===== src/rtl/multiword_add_sequencer_pkg.sv =====
// add_seq_pkg: shared width constants, FSM state encoding and operand beat type
package add_seq_pkg;
    localparam int WORD_W = 32;
    localparam int CNT_W  = 16;
    typedef enum logic {IDLE = 1'b0, MID = 1'b1} seq_state_e;
    typedef struct packed {
        logic [WORD_W-1:0] a;
        logic [WORD_W-1:0] b;
        logic              sub;
        logic              first;
        logic              last;
    } beat_t;
endpackage


===== src/rtl/multiword_add_sequencer_if.sv =====
// multiword_add_sequencer_if: operand input and result output handshakes of the sequencer
interface multiword_add_sequencer_if;
    import add_seq_pkg::*;
    logic              in_valid;
    logic              in_ready;
    logic [WORD_W-1:0] in_a;
    logic [WORD_W-1:0] in_b;
    logic              in_sub;
    logic              in_first;
    logic              in_last;
    logic              out_valid;
    logic              out_ready;
    logic [WORD_W-1:0] out_sum;
    logic              out_cout;
    logic              out_last;
    logic              out_ovf;
    modport master (
        output in_valid, in_a, in_b, in_sub, in_first, in_last, out_ready,
        input  in_ready, out_valid, out_sum, out_cout, out_last, out_ovf
    );
    modport slave (
        input  in_valid, in_a, in_b, in_sub, in_first, in_last, out_ready,
        output in_ready, out_valid, out_sum, out_cout, out_last, out_ovf
    );
endinterface


===== src/rtl/multiword_add_sequencer_stats.sv =====
// add_seq_stats: wrapping counters of result words and completed operations leaving the result stage
module add_seq_stats
    import add_seq_pkg::*;
(
    input  logic             clk,
    input  logic             rst,
    input  logic             i_word,
    input  logic             i_last,
    output logic [CNT_W-1:0] o_words,
    output logic [CNT_W-1:0] o_ops
);
    logic [CNT_W-1:0] r_words;
    logic [CNT_W-1:0] r_ops;
    // count every word handed downstream, and the final word of each operation
    always_ff @(posedge clk) begin
        if (rst) begin
            r_words <= '0;
            r_ops   <= '0;
        end else if (i_word) begin
            r_words <= r_words + 1'b1;
            if (i_last) r_ops <= r_ops + 1'b1;
        end
    end
    assign o_words = r_words;
    assign o_ops   = r_ops;
endmodule


===== src/rtl/multiword_add_sequencer.sv =====
// multiword_add_sequencer: feeds an external adder one word per cycle with carry chaining; ADD_SEQ_STATS_EN adds stat counters
module multiword_add_sequencer
    import add_seq_pkg::*;
(
    input  logic                     clk,
    input  logic                     rst,
    multiword_add_sequencer_if.slave bus,
    output logic [WORD_W-1:0]        o_add_a,
    output logic [WORD_W-1:0]        o_add_b,
    output logic                     o_add_cin,
    input  logic [WORD_W-1:0]        i_add_sum,
    input  logic                     i_add_cout,
    output logic                     o_err
`ifdef ADD_SEQ_STATS_EN
    ,
    output logic [CNT_W-1:0]         o_stat_words,
    output logic [CNT_W-1:0]         o_stat_ops
`endif
);
    localparam logic [0:0] ST_IDLE = IDLE;
    localparam logic [0:0] ST_MID  = MID;

    logic [0:0]        r_state;
    beat_t             r_s1;
    logic              r_s1_valid;
    logic              r_carry;
    logic              r_err;
    logic              r_out_valid;
    logic [WORD_W-1:0] r_out_sum;
    logic              r_out_cout;
    logic              r_out_last;
    logic              r_out_ovf;
    logic              w_s2_adv;
    logic              w_in_ready;
    logic              w_accept;
    logic              w_first;
    logic              w_proto_err;
    logic              w_ovf;

    // handshake, chain-restart and signed-overflow decisions
    always_comb begin
        w_s2_adv    = !r_out_valid || bus.out_ready;
        w_in_ready  = !r_s1_valid || w_s2_adv;
        w_accept    = bus.in_valid && w_in_ready;
        w_first     = bus.in_first || (r_state == ST_IDLE);
        w_proto_err = bus.in_first ? (r_state == ST_MID) : (r_state == ST_IDLE);
        w_ovf       = r_s1.last && (r_s1.a[WORD_W-1] == r_s1.b[WORD_W-1]) &&
                      (i_add_sum[WORD_W-1] != r_s1.a[WORD_W-1]);
    end

    // operand stage: load a beat whenever the stage is free or draining this cycle
    always_ff @(posedge clk) begin
        if (rst) begin
            r_s1_valid <= 1'b0;
            r_s1       <= '0;
        end else if (w_in_ready) begin
            r_s1_valid <= bus.in_valid;
            if (bus.in_valid)
                r_s1 <= '{a: bus.in_a, b: bus.in_sub ? ~bus.in_b : bus.in_b,
                          sub: bus.in_sub, first: w_first, last: bus.in_last};
        end
    end

    // operation tracking and sticky protocol-error flag
    always_ff @(posedge clk) begin
        if (rst) begin
            r_state <= ST_IDLE;
            r_err   <= 1'b0;
        end else if (w_accept) begin
            r_state <= bus.in_last ? ST_IDLE : ST_MID;
            r_err   <= r_err | w_proto_err;
        end
    end

    // result stage and carry chain advance together so a stall freezes both
    always_ff @(posedge clk) begin
        if (rst) begin
            r_out_valid <= 1'b0;
            r_out_sum   <= '0;
            r_out_cout  <= 1'b0;
            r_out_last  <= 1'b0;
            r_out_ovf   <= 1'b0;
            r_carry     <= 1'b0;
        end else if (w_s2_adv) begin
            r_out_valid <= r_s1_valid;
            if (r_s1_valid) begin
                r_out_sum  <= i_add_sum;
                r_out_cout <= i_add_cout;
                r_out_last <= r_s1.last;
                r_out_ovf  <= w_ovf;
                r_carry    <= i_add_cout;
            end
        end
    end

    assign o_add_a       = r_s1.a;
    assign o_add_b       = r_s1.b;
    assign o_add_cin     = r_s1.first ? r_s1.sub : r_carry;
    assign o_err         = r_err;
    assign bus.in_ready  = w_in_ready;
    assign bus.out_valid = r_out_valid;
    assign bus.out_sum   = r_out_sum;
    assign bus.out_cout  = r_out_cout;
    assign bus.out_last  = r_out_last;
    assign bus.out_ovf   = r_out_ovf;

`ifdef ADD_SEQ_STATS_EN
    add_seq_stats u_stats (
        .clk     (clk),
        .rst     (rst),
        .i_word  (r_out_valid && bus.out_ready),
        .i_last  (r_out_last),
        .o_words (o_stat_words),
        .o_ops   (o_stat_ops)
    );
`endif
endmodule


===== src/flat_wrapper.sv =====
// flat-port wrapper written by rule: the top's interface ports become plain ports
module multiword_add_sequencer_flat import add_seq_pkg::*;
  (clk, rst, o_add_a, o_add_b, o_add_cin, i_add_sum, i_add_cout, o_err, bus_in_valid, bus_in_a, bus_in_b, bus_in_sub, bus_in_first, bus_in_last, bus_out_ready, bus_in_ready, bus_out_valid, bus_out_sum, bus_out_cout, bus_out_last, bus_out_ovf);
  multiword_add_sequencer_if bus_i ();
  input  logic clk;
  input  logic rst;
  output logic [WORD_W-1:0] o_add_a;
  output logic [WORD_W-1:0] o_add_b;
  output logic o_add_cin;
  input  logic [WORD_W-1:0] i_add_sum;
  input  logic i_add_cout;
  output logic o_err;
  input wire logic [$bits(bus_i.in_valid)-1:0] bus_in_valid;
  input wire logic [$bits(bus_i.in_a)-1:0] bus_in_a;
  input wire logic [$bits(bus_i.in_b)-1:0] bus_in_b;
  input wire logic [$bits(bus_i.in_sub)-1:0] bus_in_sub;
  input wire logic [$bits(bus_i.in_first)-1:0] bus_in_first;
  input wire logic [$bits(bus_i.in_last)-1:0] bus_in_last;
  input wire logic [$bits(bus_i.out_ready)-1:0] bus_out_ready;
  output wire logic [$bits(bus_i.in_ready)-1:0] bus_in_ready;
  output wire logic [$bits(bus_i.out_valid)-1:0] bus_out_valid;
  output wire logic [$bits(bus_i.out_sum)-1:0] bus_out_sum;
  output wire logic [$bits(bus_i.out_cout)-1:0] bus_out_cout;
  output wire logic [$bits(bus_i.out_last)-1:0] bus_out_last;
  output wire logic [$bits(bus_i.out_ovf)-1:0] bus_out_ovf;
  assign bus_i.in_valid = bus_in_valid;
  assign bus_i.in_a = bus_in_a;
  assign bus_i.in_b = bus_in_b;
  assign bus_i.in_sub = bus_in_sub;
  assign bus_i.in_first = bus_in_first;
  assign bus_i.in_last = bus_in_last;
  assign bus_i.out_ready = bus_out_ready;
  assign bus_in_ready = bus_i.in_ready;
  assign bus_out_valid = bus_i.out_valid;
  assign bus_out_sum = bus_i.out_sum;
  assign bus_out_cout = bus_i.out_cout;
  assign bus_out_last = bus_i.out_last;
  assign bus_out_ovf = bus_i.out_ovf;
  multiword_add_sequencer u_core (.clk(clk), .rst(rst), .bus(bus_i), .o_add_a(o_add_a), .o_add_b(o_add_b), .o_add_cin(o_add_cin), .i_add_sum(i_add_sum), .i_add_cout(i_add_cout), .o_err(o_err));
endmodule

===== config.mk =====
export PLATFORM = sky130hd
export DESIGN_NAME = multiword_add_sequencer_flat
export DESIGN_NICKNAME = d
export VERILOG_FILES = /design/src/rtl/multiword_add_sequencer_pkg.sv /design/src/rtl/multiword_add_sequencer_if.sv /design/src/rtl/multiword_add_sequencer_stats.sv /design/src/rtl/multiword_add_sequencer.sv /design/src/flat_wrapper.sv
export SDC_FILE = /design/constraint.sdc
export NUM_CORES = 1
export LEC_CHECK = 0
export ABC_AREA = 1
export BUFFER_PORTS_ARGS = -buffer_cell sky130_fd_sc_hd__buf_2
export CAP_MARGIN = 5
export CORE_ASPECT_RATIO = 0.5
export CORE_UTILIZATION = 50
export DETAILED_ROUTE_END_ITERATION = 16
export HOLD_SLACK_MARGIN = 0.05
export PLACE_DENSITY_LB_ADDON = 0.08
export REMOVE_ABC_BUFFERS = 1
export SLEW_MARGIN = 15
export SYNTH_ARGS = -nofsm -noshare
export SYNTH_HDL_FRONTEND = slang
export SYNTH_HIERARCHICAL = 1
export SYNTH_SLANG_ARGS = --single-unit

===== constraint.sdc =====
create_clock -name clk -period 1.7 [get_ports clk]
set_input_delay 0.255 -clock clk [delete_from_list [all_inputs] [get_ports clk]]
set_output_delay 0.255 -clock clk [all_outputs]
set_load 0.005 [all_outputs]

# Word level (Yosys, flattened, before mapping)
# Cells that the tools add are included.
# Widths: inputs -> output; s select.
# totals
out_inout_bits	103
ff_bits	106
# classes
n_reduce_logical	10
n_bitwise	3
n_mux	4
n_eq_ne	2
# op_table
op	count
$mux 32	1
$not 32->32	1
$reduce_and 2->1	2
$logic_and 1x1->1	3
$logic_or 1x1->1	3
$mux 1	3
$logic_not 1->1	2
$eq 1x1->1	1
$ne 1x1->1	1
$not 1->1	1
$or 1x1->1	1

# Logic depth before layout (Yosys ltp)
# depth
ltp_word	4
mapped_depth	8
depth_no_buf	7

# Worst setup path after synthesis
# No wires, ideal clock.
# synth_path
path_kind	register to register
from	reg u_core.r_out_valid (netlist: u_core/bus.out_valid)
to	reg u_core.r_s1 (netlist bit u_core/o_add_a[0])
setup_slack_ns	0.542
t_arrival_ns	1.042
stages_incl_launch_ff	8
cell_sequence	dfxtp_1 -> nand3_2 -> nand2_2 -> inv_2 -> buf_6 -> buf_6 -> nor2_1 -> nor2_1
# synth_between
elab_chain_len	4
# synth_rtl
item	line	source
start: declaration	multiword_add_sequencer.sv:28	logic r_out_valid;
start signal: assignment	multiword_add_sequencer.sv:85	r_out_valid <= r_s1_valid;
$logic_not 1->1	multiword_add_sequencer.sv:42	w_s2_adv = !r_out_valid || bus.out_ready;
$logic_or 1x1->1	multiword_add_sequencer.sv:42	
$logic_or 1x1->1	multiword_add_sequencer.sv:43	w_in_ready = !r_s1_valid || w_s2_adv;
net bus_in_ready	flat_wrapper.sv:20	output wire logic [$bits(bus_i.in_ready)-1:0] bus_in_ready;
$reduce_and 2->1 (no line)	--	
end signal: assignment	multiword_add_sequencer.sv:59	r_s1 <= '{a: bus.in_a, b: bus.in_sub ? ~bus.in_b : bus.in_b,
end: declaration	multiword_add_sequencer.sv:24	beat_t r_s1;
# The timed path passes the listed nets, and every way through them passes these cells.
# A chain may end at the register's enable or synchronous reset.

# Worst setup path in the final report
# layout_path
from	reg u_core.r_out_valid (netlist: u_core/bus.out_valid)
to	reg u_core.r_s1 (netlist bit u_core/o_add_b[5])
# layout_between
elab_chain_len	4
# layout_rtl
item	line
$logic_not 1->1	multiword_add_sequencer.sv:42
$logic_or 1x1->1	multiword_add_sequencer.sv:42
$logic_or 1x1->1	multiword_add_sequencer.sv:43
$reduce_and 2->1 (no line)	--
# Every way passes these cells.

==> results.py <==
metrics = {
    "outcome": {
        "outcome": "finished, violations left",
        "violations": "design-rule violations",
    },
    "cells_and_area": {
        "fillers": 868,
        "fin_cells": 818,
        "multi_input_area_um2": 1650,
        "utilization": 0.618,
        "final_nets": 801,
        "area_delta_synth_final_pct": 19.7,
        "seq_area_um2": 2120,
        "layout-drive-gt1-share": 0.334,
        "n_antenna_cell": 0,
        "finish.instance_area_um2": 5400,
    },
    "drt": {
        "drt_iter0_drc": 141,
        "ant_nets": 0,
        "route.detailed.drc": 1,
        "dr.pass1.iters": 10,
        "drt-total-wl_mm": 9.71,
        "vias": 3695,
        "wire_per_inst_um": 11.9,
        "viasPerCell": 4.52,
    },
    "floorplan": {
        "chipHeight_um": 69.2,
        "core_area_um2": 8740,
        "ioPinCount": 207,
        "die_w_um": 136,
        "initial_core_util": 0.516,
        "die_area_um2": 9430,
        "rows": 24,
    },
    "synth": {
        "synthSimpleGateAreaFrac": 0.182,
        "post_synth.cell_area_avg_um2": 7.91,
        "synthMuxAreaShare": 0,
        "ys_warn_count": 6,
        "synth_top_family_by_area": "simple AND/OR/NAND/NOR gates",
        "synth_seq_cells": 106,
        "synth_compound_area_frac": 0.119,
        "synth_top_area_frac": 0.471,
        "ys_seq_area_frac": 0.471,
        "synthTopCellsByArea": "dfxtp_1 (47%), nor2_1 (16%), buf_4 (11%), o21ai_0 (11%), xor2_1 (6.2%)",
        "syn_area_um2": 4510,
        "synthCells": 570,
        "synthAdderAreaFrac": 0.00277,
        "synth_top_cell_by_area": "dfxtp_1",
        "synth_xor_area_frac": 0.0622,
        "synth_cell_types": 22,
    },
    "setup_path": {
        "max_stage_delay_ns": 0.36,
        "critPathLaunch": "u_core/bus.out_valid",
        "worstSetupPathType": "reg -> reg",
        "crit_fanout": 35,
        "crit_required_ns": 1.97,
        "critPathCaptureType": "flop",
        "crit_arrival_ns": 1.51,
        "start_kind": "flop",
        "r2r_slack_ns": 0.46,
        "critPathBufInv": 1,
        "cpLargestDelayFamily": "flip-flops",
        "worstPathCellList": "nand3_2 -> nand2_2 -> buf_4 -> o21ai_0 -> nor2_1",
        "critical_path.slowest_cell": "dfxtp_1",
        "r2r-start": "u_core/bus.out_valid",
    },
    "power_and_ir_drop": {
        "p_clk_frac": 0.384,
        "ir_worst_vdd_uv": 577,
        "p_int_w": 0.00436,
        "netSwitchingFraction": 0.239,
        "switching_power_w": 0.00137,
        "p_per_area_nw_per_um2": 1060,
        "power_frac_comb": 0.135,
        "seqPwrFrac": 0.481,
        "leakagePower_nw": 2.73,
    },
    "sta": {
        "fin_crit_sh": 0.730,
        "fmax_mhz": 806,
        "setup_viol": 0,
        "finalHoldViolations": 0,
        "rsz0062_at_grt": "no",
        "finClkSkew_ns": 0.00504,
        "relSlewSlack": 0.382,
        "period_needed_ns": 1.24,
        "slew_violations": 0,
        "worstMarginPinSlew_ns": 0.926,
        "whs_ns": 0.149,
        "setup_tns_ns": 0,
    },
    "clock_network": {
        "cts_resized": 0,
        "clk_latency_ns": 0.33,
        "clkTransAtPathRegs_ns": 0.07,
        "clockBufferDepth": 2,
        "cts_inserted_buffers": 9,
        "cts_tree": "yes",
        "htree_levels": 3,
        "cts_sinks": 106,
        "post_cts_buffers": 0,
        "cts-root-buf": "clkbuf_16",
        "ctsHoldBuffers": 0,
    },
    "placed_design": {
        "place_area_um2": 5080,
        "hpwl_mm": 6.50,
        "placement.io_buffers": 206,
        "dp_cells": 802,
        "gp_congestion": 0.708,
    },
    "job": {
        "cap_violations": 0,
    },
    "grt": {
        "grt_max_degree": 68,
        "grt_first_pass_wirelength_mm": 15.9,
        "grt_usage": 0.211,
        "first_global_vias": 3485,
        "gr-total-overflow": 0,
        "antenna_found_initial": 0,
    },
    "hold_path": {
        "hp-start": "bus_in_a[20]",
        "worstHoldPathType": "in -> reg",
    },
}
-- final timing paths --
path	cells past startpoint	to
hold / removal	3	u_core/o_add_a[20]
setup / recovery	5	u_core/o_add_b[5]
setup reg to reg	5	u_core/o_add_b[5]
hold reg to reg	2	u_core/o_err
-- cell usage in the layout, fill, tap and decap left out, drive strengths merged, types with 2 or more instances in the layout --
cell type | Yosys | layout
nand3 | 3 | 3
clkbuf | 12 | 11
o21ai | 99 | 99
buf | 87 | 214
xor2 | 32 | 32
nand3b | 2 | 2
nor2 | 197 | 197
clkinv | 1 | 2
inv | 10 | 11
dfxtp | 106 | 106
bufinv | 0 | 2
a21oi | 8 | 8
nand2 | 12 | 12
-- through the flow --
| step | total power (W) | setup WS (ns) |
|---|---|---|
| after global routing | 0.00604 | 0.277 |
| after CTS | 0.00580 | 0.432 |
| after detailed placement | 0.00359 | 0.190 |
| after floorplan | 0.00317 | -0.200 |
| after global placement | 0.00358 | 0.254 |
| final | 0.00573 | 0.459 |
-- flip-flops by register name, indices dropped and copies added (netlist names) --
| name | cells |
|---|---|
| u_core/bus.out_sum | 32 |
| u_core/r_s1 | 3 |
| u_core/o_err | 1 |
| u_core/r_state | 1 |
| u_core/bus.out_cout | 1 |
| u_core/bus.out_ovf | 1 |
| u_core/bus.out_last | 1 |
| u_core/o_add_b | 32 |
| u_core/o_add_a | 32 |
| u_core/r_s1_valid | 1 |
| u_core/bus.out_valid | 1 |
-- cells in the mapped netlist (all sizes together) --
library cell  instances
buf                  87
nor2                197
clkbuf               12
nand2                12
nand3                 3
o21ai                99
xor2                 32
ha                    1
nand3b                2
dfxtp               106
clkinv                1
a21oi                 8
inv                  10
-- worst min-delay path, stage by stage --
cell and delay (ns):
buf_2 0.07, o21ai_1 0.05, nor2_1 0.07
-- power groups by stage --
stage / combinational (W) / clock (W) / sequential [W]
after floorplan: 0.000339 / 0 / 0.00283
after global placement: 0.000768 / 0 / 0.00281
after detailed placement: 0.000780 / 0 / 0.00281
after CTS: 0.000783 / 0.00226 / 0.00276
after global routing: 0.000887 / 0.00237 / 0.00278
final: 0.000772 / 0.00220 / 0.00276
-- cell families (layout without fill, tap and decap cells) --
kind of cell	count (synthesis)	after routing
adders and majority gates	1	1
AOI/OAI and AO/OA	107	107
buffers and inverters	110	241
and+or+nand+nor	214	214
xor gates and xnor gates	32	32
DFF	106	106
-- layer usage --
metal  routed length (µm)  GRT usage
met1                 4470      0.245
met2                 4420      0.367
met3                  791     0.0831
met4                   24     0.0358
met5                    0          0
-- area by class of cell --
class | count | area share
Multi-Input combinational cell | 354 | 0.306
Sequential cell | 106 | 0.393
Timing Repair Buffer | 214 | 0.207
Clock buffer | 11 | 0.0450
Tap cell | 117 | 0.0271
Clock inverter | 5 | 0.0144
Inverter | 11 | 0.00765
Power figures use the tool's default switching activity.
